File: config.mk
export PLATFORM = sky130hd
export DESIGN_NAME = writeback_stage
export DESIGN_NICKNAME = d
export VERILOG_FILES = /design/src/rtl/writeback_stage.sv
export SDC_FILE = /design/constraint.sdc
export NUM_CORES = 1
export LEC_CHECK = 0
export BUFFER_PORTS_ARGS = -buffer_cell sky130_fd_sc_hd__buf_2
export CORE_MARGIN = 1
export CORE_UTILIZATION = 45
export CTS_CLUSTER_DIAMETER = 60
export CTS_CLUSTER_SIZE = 8
export DETAILED_ROUTE_END_ITERATION = 8
export PLACE_DENSITY = 0.75
export SKIP_CTS_REPAIR_TIMING = 1
export SYNTH_ARGS = -nofsm -noshare
export SYNTH_HDL_FRONTEND = slang
export SYNTH_SLANG_ARGS = --single-unit
export TNS_END_PERCENT = 1
File: constraint.sdc
create_clock -name CLK -period 4.7 [get_ports CLK]
set_input_delay 0.235 -clock CLK [delete_from_list [all_inputs] [get_ports CLK]]
set_output_delay 0.235 -clock CLK [all_outputs]
set_load 0.05 [all_outputs]
File: src/rtl/writeback_stage.sv
// -----------------------------------------------------------------------------
// writeback_stage
//   Writeback (W) stage of the pipelined Y86-style CPU. Holds the W pipeline
//   register fed by the memory stage, drives the write side of the register
//   file (which decode also uses as its W-stage forwarding source), owns the
//   sticky RUN/HALTED state machine and counts retired instructions.
//
// Ports:
//   CLK, RST          clock (rising edge), asynchronous active-high reset
//   W_stall, W_bubble hold / squash the W register (stall has priority)
//   m_stat            memory-stage status (1=AOK, 2=HLT, 3=ADR, 4=INS)
//   m_valE, m_valM    E and M result values from the memory stage
//   m_dstE, m_dstM    E and M destination indices from the memory stage
//   valE, valM        register file write data, E and M ports
//   destE, destM      register file write indices (RNONE = no write)
//   w_valid           W register holds a real instruction
//   Stat              processor status (AOK while running)
//   halted            processor stopped, left only by reset
//   retired           retired-instruction count, wraps modulo 2^CNT_WID
// -----------------------------------------------------------------------------
module writeback_stage #(
   parameter int                  DATA_WID = 64,
   parameter int                  ADDR_WID = 4,
   parameter logic [ADDR_WID-1:0] RNONE    = 4'hF,
   parameter int                  CNT_WID  = 32
) (
   input  logic                CLK,
   input  logic                RST,
   input  logic                W_stall,
   input  logic                W_bubble,
   input  logic [2:0]          m_stat,
   input  logic [DATA_WID-1:0] m_valE,
   input  logic [DATA_WID-1:0] m_valM,
   input  logic [ADDR_WID-1:0] m_dstE,
   input  logic [ADDR_WID-1:0] m_dstM,
   output logic [DATA_WID-1:0] valE,
   output logic [DATA_WID-1:0] valM,
   output logic [ADDR_WID-1:0] destE,
   output logic [ADDR_WID-1:0] destM,
   output logic                w_valid,
   output logic [2:0]          Stat,
   output logic                halted,
   output logic [CNT_WID-1:0]  retired
);

   localparam logic [2:0] SAOK = 3'd1;

   typedef enum logic {
      RUN    = 1'b0,
      HALTED = 1'b1
   } state_t;

   // W pipeline register
   logic                W_valid;
   logic [2:0]          W_stat;
   logic [DATA_WID-1:0] W_valE;
   logic [DATA_WID-1:0] W_valM;
   logic [ADDR_WID-1:0] W_dstE;
   logic [ADDR_WID-1:0] W_dstM;
   logic                W_done;

   state_t              state;
   logic [2:0]          statReg;
   logic                haltedReg;
   logic [CNT_WID-1:0]  retiredReg;

   logic                wrEn;
   logic                collide;
   logic                countNow;

   // A faulting instruction (W_stat != AOK) and anything after a halt must
   // never reach the register file.
   assign wrEn     = W_valid && (W_stat == SAOK) && (state == RUN);
   // popq %rsp: both ports target the same register, the loaded value wins.
   assign collide  = (W_dstE == W_dstM) && (W_dstE != RNONE);
   // W_done keeps a stalled instruction from being counted on every cycle
   // its (idempotent) register write is repeated.
   assign countNow = wrEn && !W_done;

   always_comb begin
      destE = RNONE;
      destM = RNONE;
      valE  = '0;
      valM  = '0;
      if (wrEn) begin
         destE = collide ? RNONE : W_dstE;
         destM = W_dstM;
         valE  = W_valE;
         valM  = W_valM;
      end
   end

   assign w_valid = W_valid;
   assign Stat    = statReg;
   assign halted  = haltedReg;
   assign retired = retiredReg;

   always_ff @(posedge CLK or posedge RST) begin
      if (RST) begin
         W_valid    <= 1'b0;
         W_stat     <= SAOK;
         W_valE     <= '0;
         W_valM     <= '0;
         W_dstE     <= RNONE;
         W_dstM     <= RNONE;
         W_done     <= 1'b0;
         state      <= RUN;
         statReg    <= SAOK;
         haltedReg  <= 1'b0;
         retiredReg <= '0;
      end else if (state == RUN) begin
         if (countNow) begin
            retiredReg <= retiredReg + CNT_WID'(1);
         end

         if (W_valid && (W_stat != SAOK)) begin
            state     <= HALTED;
            haltedReg <= 1'b1;
            statReg   <= W_stat;
         end

         if (W_stall) begin
            W_done <= W_done | countNow;
         end else if (W_bubble) begin
            W_valid <= 1'b0;
            W_stat  <= SAOK;
            W_valE  <= '0;
            W_valM  <= '0;
            W_dstE  <= RNONE;
            W_dstM  <= RNONE;
            W_done  <= 1'b0;
         end else begin
            W_valid <= 1'b1;
            W_stat  <= m_stat;
            W_valE  <= m_valE;
            W_valM  <= m_valM;
            W_dstE  <= m_dstE;
            W_dstM  <= m_dstM;
            W_done  <= 1'b0;
         end
      end
      // HALTED: everything frozen until reset.
   end

endmodule

* Yosys cells after proc, flatten, opt, wreduce, memory -nomap -nowiden
Index checks and enable logic that the tools add are counted.
** Word-level totals
- Register bits after elaboration :: 178
- Input port bits :: 143
** Operators by class
- $add $sub $neg :: 1
- Eq/ne operators :: 4
- Mux-type cells :: 14
- Bitwise gates (word level) :: 3
- Reductions and logical operators :: 9
** Operators by type and width (number)
- two-way mux 64 bit :: 4
- adder 32 x 1 -> 32 bit, second input constant :: 1
- two-way mux 4 bit :: 5
- AND reduction 2 bit :: 3
- logical AND 1 bit :: 5
- equality test 4 bit :: 1
- two-way mux 1 bit :: 4
- != test 4 bit, second input constant :: 1
- equality test 3 x 1 -> 1 bit, second input constant :: 1
- two-way mux 3 bit :: 1
- != test 3 x 1 -> 1 bit, second input constant :: 1
- inverter 1 bit :: 2
- zero test 1 bit :: 1
- bitwise OR 1 bit :: 1

* Depth between registers and ports, before layout
- Word-level depth :: 6
- Gate-level depth with buffers :: 6
- Mapped depth without buffers :: 4

* Worst setup path before layout
Ideal clock, no wire load.
- Path kind :: reg2out
- Start :: register W_stat[0]
- End :: output valE[17]
- Arrival :: 2.025 ns
- Required time :: 4.465 ns
- Setup slack :: 2.440 ns
- Cell stages (with the launch flop) :: 7
- Path through :: dfstp_2 > or3b_1 > buf_6 > nor2_1 > buf_2 > clkbuf_1 > and2_1
** On the way
- Word-level cells in the longest chain between the ends :: 4
** RTL lines
- start, declared :: line 55 : logic [2:0] W_stat;
- start signal, assigned :: line 134 : W_stat <= m_stat;
- equality test 3 x 1 -> 1 bit :: line 73 : assign wrEn = W_valid && (W_stat == SAOK) && (state == RUN);
- logical AND 1 bit (2 in a row) :: line 73
- two-way mux 64 bit :: line 85 : if (wrEn) begin
- end, declared :: line 36 : output logic [DATA_WID-1:0] valE,
Every way passes these cells.

* Worst setup path after layout
- Start :: register W_stat[0]
- End :: output valE[22]
The elaborated chain is that of the path after synthesis.

==> results.yml <==
setup_path:
  cp-start-kind: "flop"
  worstPathArrival_ns: 3.22
  crit_type: "flop to output pin"
  cp_data_required_time_ns: 4.47
  cp_max_fo: 54
  endpoint_kind: "output pin"
  r2r.worst_path.cells: 4
logic_synthesis:
  ys_ff_latch: 178
  yosys.cell_count.top_type: "dfrtp_1"
  synthCells: 919
  synth_top_area_share_pct: 49.2
  yosys.area.top_type: "dfrtp_1"
  ys.flop_type: "dfrtp_1"
  ys_seq_area_share_pct: 52.3
  yosysWarnings: 0
  synth_cell_type_count: 37
  synth_area_sq_mm: 0.00854
  async_flop_share_pct: 100
  synth_edf_count: 0
  avgSynthCellArea_sq_um: 9.29
  yosys-top-cells-count: "dfrtp_1 (168), nand2_1 (145), o21ai_0 (141)"
  synth_area_leaders: "dfrtp_1 (49%), and2_1 (9.7%), nand2b_1 (9.6%)"
  synth_nets: 1063
hold_path:
  min_path_type: "input pin to flop"
  whs_path_depth: 3
sta:
  slew_violations: 0
  period_share_pct: 73.4
  relSlewSlack_pct: 24.7
  skew_ns: 0.0192
  tightest_slew_ns: 1.13
  finalSetupViolCount: 0
  period_minus_slack_ns: 3.45
  fmax_mhz: 290
  finalSetupTns_ns: 0
  finalHoldViolCount: 0
  rsz0062_at_grt: "false"
pwr:
  leakage_nw: 5.59
  power_mw: 4.76
  powerDensity_mw_per_mm2: 441
  irDropWorstVdd_uv: 258
drt:
  via_count: 6960
  wl_per_cell_um: 14.7
  drtAntennaViolNets: 0
  firstDrtPassIters: 4
  routed_wirelength_um: 21200
  via_per_inst: 4.83
  drtIter0Drc: 274
  drc: 0
clocking:
  root_buffer: "clkbuf_16"
  htreeDepth: 4
  clk_pin_slew_ns: 0.07
  cts_buffers: 17
  cts_sinks: 178
  cts_tree: "built"
  max-clock-path-buffers: 2
  worst_skew_pair.late_latency_ns: 0.43
global_routing:
  grt_pass1_vias: 6766
  grt_first_pass_wirelength_um: 34400
  overflow: 0
  antenna_found_initial: 4
  grt_max_degree: 268
  track_usage_pct: 22.4
floorplanning:
  dieHeight_um: 140
  start_util_pct: 45.8
  rows: 50
  core_sq_mm: 0.0186
  ioPinCount: 316
  fp.dieW_um: 140
  dieArea_sq_mm: 0.0195
outcome:
  status: "complete, no violations"
place:
  gp_congestion: 0.828
  port-buffer-count: 315
  post-dp-hpwl_um: 14100
  post_dp_cell_area_sq_mm: 0.0102
final_layout:
  drive_gt1_share_pct: 31.4
  design_area_sq_mm: 0.0108
  area_growth_pct: 26.5
  fin_nets: 1334
job:
  drv_cap: 0
## critical path, stage by stage, from the launching register on
cell and delay, ns:
dfstp_2 0.52, or3b_1 0.56, nor2_4 0.74, buf_4 0.49, and2_1 0.20, buf_2 0.26
## cell families (layout without fill, tap and decap cells)
group / after synthesis / after routing / share of synthesized area (%)
AOI/OAI and AO/OA: 150 / 150 / 9.05
and+or+nand+nor: 485 / 485 / 31.4
DFF: 178 / 178 / 52.3
adders and majority gates: 1 / 1 / 0.146
muxes: 1 / 1 / 0.132
xor gates and xnor gates: 34 / 34 / 3.49
buffers and inverters: 70 / 354 / 3.52
other: 0 / 3 / 0
## sequential cells by signal (all words and copies together) (netlist names)
| name | cells |
|---|---|
| W_stat | 3 |
| W_dstE | 4 |
| W_valE | 64 |
| halted | 1 |
| state | 1 |
| W_done | 1 |
| retired | 32 |
| W_valM | 64 |
| Stat | 3 |
| W_dstM | 4 |
| w_valid | 1 |
## final timing paths
path	to	from	slack [ns]
max in group asynchronous	W_valM[32]$_DFFE_PP0P_	RST	3.90
max reg2reg	retired[17]$_DFFE_PP0P_	W_stat[0]$_DFFE_PP1P_	2.21
min reg2reg	W_valM[13]$_DFFE_PP0P_	W_valM[13]$_DFFE_PP0P_	0.47
max	valE[22]	W_stat[0]$_DFFE_PP1P_	1.25
min	W_dstM[3]$_DFFE_PP1P_	m_dstM[3]	0.04
min in group asynchronous	W_valM[0]$_DFFE_PP0P_	RST	0.08
## power by group
| part | switching, mW | total [mW] | internal, mW | leakage (nW) |
|---|---|---|---|---|
| registers | 0.344 | 2.49 | 2.15 | 2.32 |
| clock network | 0.638 | 1.46 | 0.825 | 0.294 |
| logic | 0.475 | 0.803 | 0.328 | 2.97 |
## stage by stage
step           hold WS (ns)  cells  util (%)  setup slack, ns
6_report             0.0450   1440      57.9             1.25
5_1_grt              0.0384   1439      57.9             1.01
4_1_cts              0.0331   1437      57.9             1.18
3_5_place_dp          0.462   1405      54.7             1.65
3_3_place_gp          0.452   1405      54.7             1.70
2_1_floorplan         0.375    919         -             2.19
## cells in the final DEF (no fill, tap or decap), drive strengths merged, types with 3 or more instances in the layout
cell,n
a21oi,3
and2,132
and3,6
and4,3
buf,319
clkbuf,20
clkinv,4
dfrtp,168
dfstp,10
diode,3
inv,7
nand2,145
nand2b,131
nand3,12
nand4,21
nor2,16
nor3,5
o21ai,141
or2,5
or3,4
xnor2,29
xor2,5
## layout make-up
class | instances | area (sq um)
clock buffers | 20 | 457
repair buffers | 319 | 1630
flip-flops and latches | 178 | 4470
fillers | 1683 | 7840
diodes | 3 | 7.51
multi-input cells | 671 | 3780
clock inverters | 12 | 145
inverters | 3 | 15.0
well taps | 234 | 293
## metal layers
metal	up-vias	track usage, %	wire length (um)	part of all wire, %
met3	35	5.57	1250	5.9
met4	4	10.1	503	2.4
met5	-	0	27	0.13
met2	224	36.6	10200	48
met1	3191	28.0	9250	44
li1	3506	-	-	-
Power figures use the tool's default switching activity.
